## config.mk

```make
export PLATFORM = sky130hd
export DESIGN_NAME = fetch_prefetch_queue
export DESIGN_NICKNAME = d
export VERILOG_FILES = /design/src/rtl/fetch_pkg.sv /design/src/rtl/fetch_fifo.sv /design/src/rtl/fetch_prefetch_queue.sv
export SDC_FILE = /design/constraint.sdc
export NUM_CORES = 1
export LEC_CHECK = 0
export ABC_AREA = 1
export ABC_CLOCK_PERIOD_IN_PS = 16400
export CELL_PAD_IN_SITES_DETAIL_PLACEMENT = 1
export CELL_PAD_IN_SITES_GLOBAL_PLACEMENT = 2
export CORE_MARGIN = 4
export CORE_UTILIZATION = 33
export DETAILED_ROUTE_END_ITERATION = 8
export PLACE_DENSITY_LB_ADDON = 0.2
export SLEW_MARGIN = 20
export SYNTH_ARGS = -nofsm -noshare
export SYNTH_HDL_FRONTEND = slang
export SYNTH_SLANG_ARGS = --single-unit
export TNS_END_PERCENT = 100
```

## constraint.sdc

```tcl
create_clock -name clk -period 16.4 [get_ports clk]
set_clock_uncertainty 0.2 [all_clocks]
set_input_delay 3.28 -clock clk [delete_from_list [all_inputs] [get_ports clk]]
set_output_delay 3.28 -clock clk [all_outputs]
set_load 0.03 [all_outputs]
```

## src/rtl/fetch_pkg.sv

```systemverilog
// Shared types and constants for the decoupled instruction-fetch front end.
// FETCH_XLEN sizes the queue entry and must track the XLEN of fetch_prefetch_queue.
package fetch_pkg;

  localparam int FETCH_XLEN = 32;
  localparam int PC_INC     = 4;

  typedef struct packed {
    logic [FETCH_XLEN-1:0] pc;
    logic [FETCH_XLEN-1:0] instr;
  } fetch_entry_t;

endpackage

```

## src/rtl/fetch_fifo.sv

```systemverilog
// Synchronous FIFO shared by the instruction queue and the in-flight tag queue.
// Pop on empty and push on full are ignored; clear empties it without touching storage.
module fetch_fifo
  import fetch_pkg::*;
#(
  parameter int  DEPTH   = 4,
  parameter type entry_t = fetch_entry_t,
  localparam int CW      = $clog2(DEPTH + 1)
) (
  input  logic          clk,
  input  logic          reset,
  input  logic          push,
  input  logic          pop,
  input  logic          clear,
  input  entry_t        wdata,
  output entry_t        rdata,
  output logic [CW-1:0] count,
  output logic          empty,
  output logic          full
);

  localparam int PW = (DEPTH > 1) ? $clog2(DEPTH) : 1;

  entry_t        mem [DEPTH];
  logic [PW-1:0] wptr;
  logic [PW-1:0] rptr;
  logic          do_push;
  logic          do_pop;

  function automatic logic [PW-1:0] bump(input logic [PW-1:0] p);
    return (p == PW'(DEPTH - 1)) ? '0 : p + PW'(1);
  endfunction

  assign empty   = (count == '0);
  assign full    = (count == CW'(DEPTH));
  assign do_push = push && !full;
  assign do_pop  = pop && !empty;
  assign rdata   = mem[rptr];

  always_ff @(posedge clk or posedge reset) begin
    if (reset) begin
      wptr  <= '0;
      rptr  <= '0;
      count <= '0;
    end else if (clear) begin
      wptr  <= '0;
      rptr  <= '0;
      count <= '0;
    end else begin
      if (do_push) wptr <= bump(wptr);
      if (do_pop)  rptr <= bump(rptr);
      if (do_push && !do_pop)      count <= count + CW'(1);
      else if (do_pop && !do_push) count <= count - CW'(1);
    end
  end

  // Storage is reset so the head reads as zero out of reset.
  always_ff @(posedge clk or posedge reset) begin
    if (reset) begin
      for (int i = 0; i < DEPTH; i++) mem[i] <= '0;
    end else if (do_push && !clear) begin
      mem[wptr] <= wdata;
    end
  end

endmodule

```

## src/rtl/fetch_prefetch_queue.sv

```systemverilog
// Decoupled fetch stage: issues sequential imem requests under a credit limit, buffers
// returned instructions for Decode, and drops stale responses after a redirect.
module fetch_prefetch_queue
  import fetch_pkg::*;
#(
  parameter int              XLEN      = 32,
  parameter int              DEPTH     = 4,
  parameter int              MAX_OUTST = 2,
  parameter logic [XLEN-1:0] RESET_PC  = '0
) (
  input  logic            clk,
  input  logic            reset,
  output logic            imem_req_valid,
  input  logic            imem_req_ready,
  output logic [XLEN-1:0] imem_req_addr,
  input  logic            imem_rsp_valid,
  input  logic [XLEN-1:0] imem_rsp_data,
  input  logic            redirect_valid,
  input  logic [XLEN-1:0] redirect_pc,
  input  logic            stall,
  output logic            instr_valid,
  output logic [XLEN-1:0] instr_data,
  output logic [XLEN-1:0] instr_pc,
  output logic [XLEN-1:0] instr_pc_plus4
);

  localparam int OW  = $clog2(MAX_OUTST + 1);
  localparam int QCW = $clog2(DEPTH + 1);

  logic [XLEN-1:0] fetch_pc;
  logic [OW-1:0]   outst;
  logic [OW-1:0]   drop;
  logic            fire;
  logic            rsp_ok;
  logic [31:0]     credit_used;

  logic            q_push;
  logic            q_pop;
  fetch_entry_t    q_wdata;
  fetch_entry_t    q_head;
  logic [QCW-1:0]  q_count;
  logic            q_empty;
  logic            q_full;

  logic [XLEN-1:0] tag_head;
  logic [OW-1:0]   tag_count;
  logic            tag_empty;
  logic            tag_full;
  logic            unused_ok;

  // Queue slots already promised: buffered entries plus live (non-dropped) requests.
  assign credit_used = 32'(q_count) + 32'(outst) - 32'(drop);

  assign rsp_ok = imem_rsp_valid && (outst != '0);

  assign imem_req_valid = !reset && !redirect_valid
                       && (outst < OW'(MAX_OUTST))
                       && (credit_used < 32'(DEPTH));
  assign imem_req_addr  = fetch_pc;
  assign fire           = imem_req_valid && imem_req_ready;

  assign instr_valid    = !q_empty;
  assign instr_data     = q_head.instr;
  assign instr_pc       = q_head.pc;
  assign instr_pc_plus4 = q_head.pc + XLEN'(PC_INC);

  assign unused_ok = ^{tag_count, tag_empty, tag_full, q_full, redirect_pc[1:0]};

  // A redirect suppresses both push and pop; the clear input empties the queue instead.
  always_comb begin
    q_push  = 1'b0;
    q_pop   = 1'b0;
    q_wdata = '{pc: tag_head, instr: imem_rsp_data};
    if (!redirect_valid) begin
      q_pop  = instr_valid && !stall;
      q_push = rsp_ok && (drop == '0);
    end
  end

  always_ff @(posedge clk or posedge reset) begin
    if (reset) begin
      fetch_pc <= RESET_PC;
      outst    <= '0;
      drop     <= '0;
    end else if (redirect_valid) begin
      fetch_pc <= {redirect_pc[XLEN-1:2], 2'b00};
      outst    <= outst - OW'(rsp_ok);
      drop     <= outst - OW'(rsp_ok);
    end else begin
      if (fire) fetch_pc <= fetch_pc + XLEN'(PC_INC);
      outst <= outst + OW'(fire) - OW'(rsp_ok);
      if (rsp_ok && (drop != '0)) drop <= drop - OW'(1);
    end
  end

  fetch_fifo #(
    .DEPTH   (DEPTH),
    .entry_t (fetch_entry_t)
  ) u_instr_q (
    .clk   (clk),
    .reset (reset),
    .push  (q_push),
    .pop   (q_pop),
    .clear (redirect_valid),
    .wdata (q_wdata),
    .rdata (q_head),
    .count (q_count),
    .empty (q_empty),
    .full  (q_full)
  );

  // In-order pcs of in-flight requests; never cleared so stale responses still pop their tag.
  fetch_fifo #(
    .DEPTH   (MAX_OUTST),
    .entry_t (logic [XLEN-1:0])
  ) u_tag_q (
    .clk   (clk),
    .reset (reset),
    .push  (fire),
    .pop   (rsp_ok),
    .clear (1'b0),
    .wdata (fetch_pc),
    .rdata (tag_head),
    .count (tag_count),
    .empty (tag_empty),
    .full  (tag_full)
  );

endmodule

```

# After elaboration in Yosys (flattened, before gate mapping)
# Index checks and enable logic that the tools add are counted.
[totals] rom_bits=0 latch_bits=0 out_inout_bits=130 ff_bits=367 in_bits=70 mem_bits_rw=0 memories=0 wordCells=124
[classes] reduce_logical=41 div_mod_pow=0 n_mul=0 n_eq_ne=4 n_lt_le_gt_ge=8 mux=32 shifts=0 addsub=16 bitwise=4
[op_table] operator="$bwmux 256" count=1
[op_table] operator="$mux 32" count=6
[op_table] operator="$mux 64" count=3
[op_table] operator="$bmux 64 s2" count=1
[op_table] operator="$demux 64 s2" count=1
[op_table] operator="$add 32x3->32 const B" count=2
[op_table] operator="$bwmux 64" count=1
[op_table] operator="$demux 32 s1" count=1
[op_table] operator="$lt 32x3->1 const B" count=1
[op_table] operator="$mux 2" count=11
[op_table] operator="$logic_and 1x1->1" count=19
[op_table] operator="$reduce_bool 2->1" count=7
[op_table] operator="$logic_not 1->1" count=11
[op_table] operator="$mux 3" count=3
[op_table] operator="$add 2x1->2 const B" count=3
[op_table] operator="$eq 2x2->1 const B" count=3
[op_table] operator="$ge 3x3->1 const B" count=2
[op_table] operator="$not 2->3" count=2
[op_table] operator="$sub 4x2->5" count=1
[op_table] operator="$add 3x2->4" count=1
[op_table] operator="$ge 2x2->1 const B" count=2
[op_table] operator="$logic_not 2->1" count=2
[op_table] operator="$mux 1" count=4
[op_table] operator="$not 1->2" count=2
[op_table] operator="other kinds (12)" count=15

# Depth between registers and ports, before layout
[depth] ltp_word=10 ltp_mapped=16 mapped_depth_nobuf=15

# Hierarchy
# From an unflattened synthesis, not the netlist that was laid out.
[unflattened] cells_unflattened=2280 area_unflattened_um2=18380.1
[by_module_without_submodules] module="fetch_fifo at u_instr_q" n_inst=1 area_per_inst_um2=11727.5 cells_each=1319 seq_area_each_um2=6581.3
[by_module_without_submodules] module="fetch_prefetch_queue" n_inst=1 area_per_inst_um2=3527.1 cells_each=580 seq_area_each_um2=850.8
[by_module_without_submodules] module="fetch_fifo at u_tag_q" n_inst=1 area_per_inst_um2=3125.5 cells_each=381 seq_area_each_um2=1701.6

# Worst setup path after synthesis
# OpenSTA, ideal clock, no wires.
[synth_path] kind="input-to-output" from="input redirect_valid" to="output imem_req_valid" t_arrival_ns=4.070 path_stages=5 t_required_ns=12.920 path_buffers=1 path_slack_ns=8.850 cell_sequence="buf_2 nor3_2 nand2_1 nor2_1 and2_1"
[synth_between] elab_chain_cells=4
[synth_rtl] element="from (decl)" line="fetch_prefetch_queue.sv:18" text="input logic redirect_valid,"
[synth_rtl] element="$logic_not 1->1" line="fetch_prefetch_queue.sv:56" text="assign imem_req_valid = !reset && !redirect_valid"
[synth_rtl] element="$logic_and 1x1->1" line="fetch_prefetch_queue.sv:56"
[synth_rtl] element="$logic_and 1x1->1" line="fetch_prefetch_queue.sv:57" text="&& (outst < OW'(MAX_OUTST))"
[synth_rtl] element="$logic_and 1x1->1" line="fetch_prefetch_queue.sv:58" text="&& (credit_used < 32'(DEPTH));"
[synth_rtl] element="to (decl)" line="fetch_prefetch_queue.sv:13" text="output logic imem_req_valid,"
# Every way passes these cells.

# Worst setup path in the final report
# Same ends and word-level chain as after synthesis.

==> out/results.txt <==
Initial antenna violation count - 1
Internal - 2.33 mW
CTS max path bufs - 3
Post-CTS setup buffer count - 0
Worst Reg-to-Reg Cells - 15
Min Tclk post-route - 8.63 ns
Crit path launch type - primary input
I/O pins - 200
Place WS - 7.75 ns
RSZ-0062 raised after global routing - false
Horiz. Die Dim - 244 microns
Post-synthesis sequential area ratio - 48.2%
Netlist cell types - 34
Critical Path Sink - imem_req_valid
Final setup violation count - 0
Worst-Margin Slew - 1.05 ns
Clk sink count - 353
Clock transition at path regs - 0.05 ns
Port bufs - 191
CP required - 12.92 ns
Data arrival time of the worst path - 5.15 ns
Largest net degree at the start of global routing - 134
CTS buffer count - 42
CTS Hold Bufs - 0
Outcome - finished clean
Metal-1 WL - 30.0 mm
Pwr Total - 4.26 mW
Crit. End Element - output pin
WL/cell - 19.0 microns
Routed met3 length - 2.33 mm
Top cell by count, worst path - clkdlybuf4s50_1
CP max stage cell - clkdlybuf4s50_1
Slew Limit Fails - 0
Setup ws final - 7.77 ns
Max Fclk - 116 MHz
Clk network pwr share - 21.3%
Share of cells above drive strength 1 - 3.97%
Post-CTS resize count - 0
Reg2reg setup slack - 12.03 ns
Hold Vio Cnt, Final - 0
Vias - 17.0k
GR Overflow Total - 0
Die Span Y - 244 microns
CP Class - primary input to output pin
Warnings from Yosys - 0
Core Util, Final - 40.1%
CP peak stage delay - 0.67 ns
Crit path from - redirect_valid
Sw Share - 45.1%
First-pass GRT wire length - 103 mm
Core Area - 0.0551 sq mm
Mapped Area - 0.0183 sq mm
Max-cap violations - 0
Most frequent cells in the layout - nand2_1 (921), dfrtp_1 (351), o21ai_0 (265)
# nets final - 2680
Uppermost routed layer - met4
Die ar. - 0.0594 sq mm
Maximum vdd drop - 0.105 mV
H-tree level count - 2
Metal2 WL - 30.6 mm
Clock root buffer - clkbuf_16
WHS - 0.269 ns
Vias in the first global route - 18.2k
Routed WL - 64.0 mm
Row cnt - 86
Mapped Cells - 2476
Final Cycle Share - 52.6%
Initial Util - 33.3%
Combinational Power Share - 47.6%
Vias per inst - 5.06
Fillers - 6841
Sequential power share - 31.1%
Flops & latches, synth - 353
Synthesis-to-finish area growth - 20.4%
Hold/Removal Path Class - register to register
RR Startpoint - outst[1]
Rel. slew slack - 30.0%
Drt drc - 0
Clock latency on the worst-skew pair - 0.57 ns
Most common cell after layout, fill and taps aside - nand2_1
Post-route ant nets - 0
Capturing point of the worst reg2reg path - u_tag_q.mem[16]
Router iterations before antenna repair - 5
Cell breakdown of the critical path - clkdlybuf4s50_1 -> buf_4 -> nor3_2 -> nand2_1 -> nor2_1 -> and2_1 -> clkdlybuf4s50_1
DPL Wire Length - 41.6 mm
Syn_area_per_cell - 7.40 sq um
Initial DRC count - 887
CP max FO - 36
LEAKAGE - 10.6 nW
TNS Setup - 0 ns
CTS tree - built
P_sw - 1.92 mW
Placer Congestion - 0.804
Gr usage total - 21.6%
Power Density - 193 mW/mm^2
critical path, delay by kind of cell:
kind / cells / cell delay [ns]
buffers and inverters: 3 / 1.31
AND/OR/NAND/NOR: 4 / 0.54
power by group through the flow:
stage               registers, mW  clock network, mW  logic, mW
global route                 1.36              0.974       2.23
finish                       1.32              0.906       2.03
floorplan                    1.30                  0       1.25
CTS                          1.32              0.935       2.05
global placement             1.32                  0       2.00
detailed placement           1.34                  0       2.05
layer usage:
layer  global-route usage, %  vias to the layer above
li1                        -                     8221
met1                    29.3                     8471
met2                    36.8                      281
met3                    3.15                       71
met4                    4.59                        0
met5                       0                        -
synth_stat cells, drive strengths merged:
master    n  share of area [%]
dfrtp   353                 48
a32oi     1              0.048
clkinv    1              0.020
nand2   922                 19
a31oi    92                3.1
clkbuf   64                1.3
nand3   169                4.7
ha       16                1.1
nand3b    4               0.16
xor2     29                1.4
nand4    11               0.38
o21ai   269                7.3
o22ai     3               0.10
o31ai     1              0.041
nor2    232                4.8
a21oi    39                1.1
conb      1              0.020
o211ai   18               0.74
buf      86                2.6
fa        2               0.22
and2      1              0.034
or2       2              0.068
xnor2     6               0.29
inv     137                2.8
nor3     17               0.52
state kept, by name, indices dropped and copies added (netlist names):
register / flops
drop: 2
imem_req_addr: 30
outst: 2
u_instr_q.count: 3
u_instr_q.mem: 248
u_instr_q.rptr: 2
u_instr_q.wptr: 2
u_tag_q.count: 2
u_tag_q.mem: 60
u_tag_q.rptr: 1
u_tag_q.wptr: 1
worst min-delay path by stage:
stage	startpoint	to	slack, ns	cells after the start
floorplan	u_tag_q.mem[10]	u_tag_q.mem[10]	0.24	2
global placement	u_tag_q.mem[40]	u_tag_q.mem[40]	0.26	2
detailed placement	u_tag_q.mem[9]	u_tag_q.mem[9]	0.26	2
CTS	u_tag_q.mem[41]	u_tag_q.mem[41]	0.27	2
global route	u_tag_q.mem[15]	u_tag_q.mem[15]	0.29	2
finish	u_tag_q.mem[54]	u_tag_q.mem[54]	0.27	2
cell families after synthesis:
| family | synth area share, % |
|---|---|
| other cells | 0.0205 |
| buf+inv | 6.72 |
| flops | 48.2 |
| fa+ha+maj | 1.31 |
| compound gates | 12.5 |
| simple gates | 29.5 |
| xor+xnor | 1.67 |
area by class of cell:
class	count	area, sq um	share of cell area [%]
multi-input cells	1840	8310	37.7
flip-flops and latches	353	8840	40.0
repair buffers	217	2150	9.73
inverters	138	529	2.40
diodes	1	2.50	0.0113
well taps	748	936	4.24
clock inverters	7	108	0.488
clock buffers	62	1200	5.42
through the flow:
stage / cells / instance area, sq um
floorplan: 2481 / 18300
global placement: 3294 / 20700
detailed placement: 3295 / 20700
CTS: 3364 / 22000
global route: 3366 / 22100
finish: 3366 / 22100
Note: power is estimated with default switching activity, not from simulation.
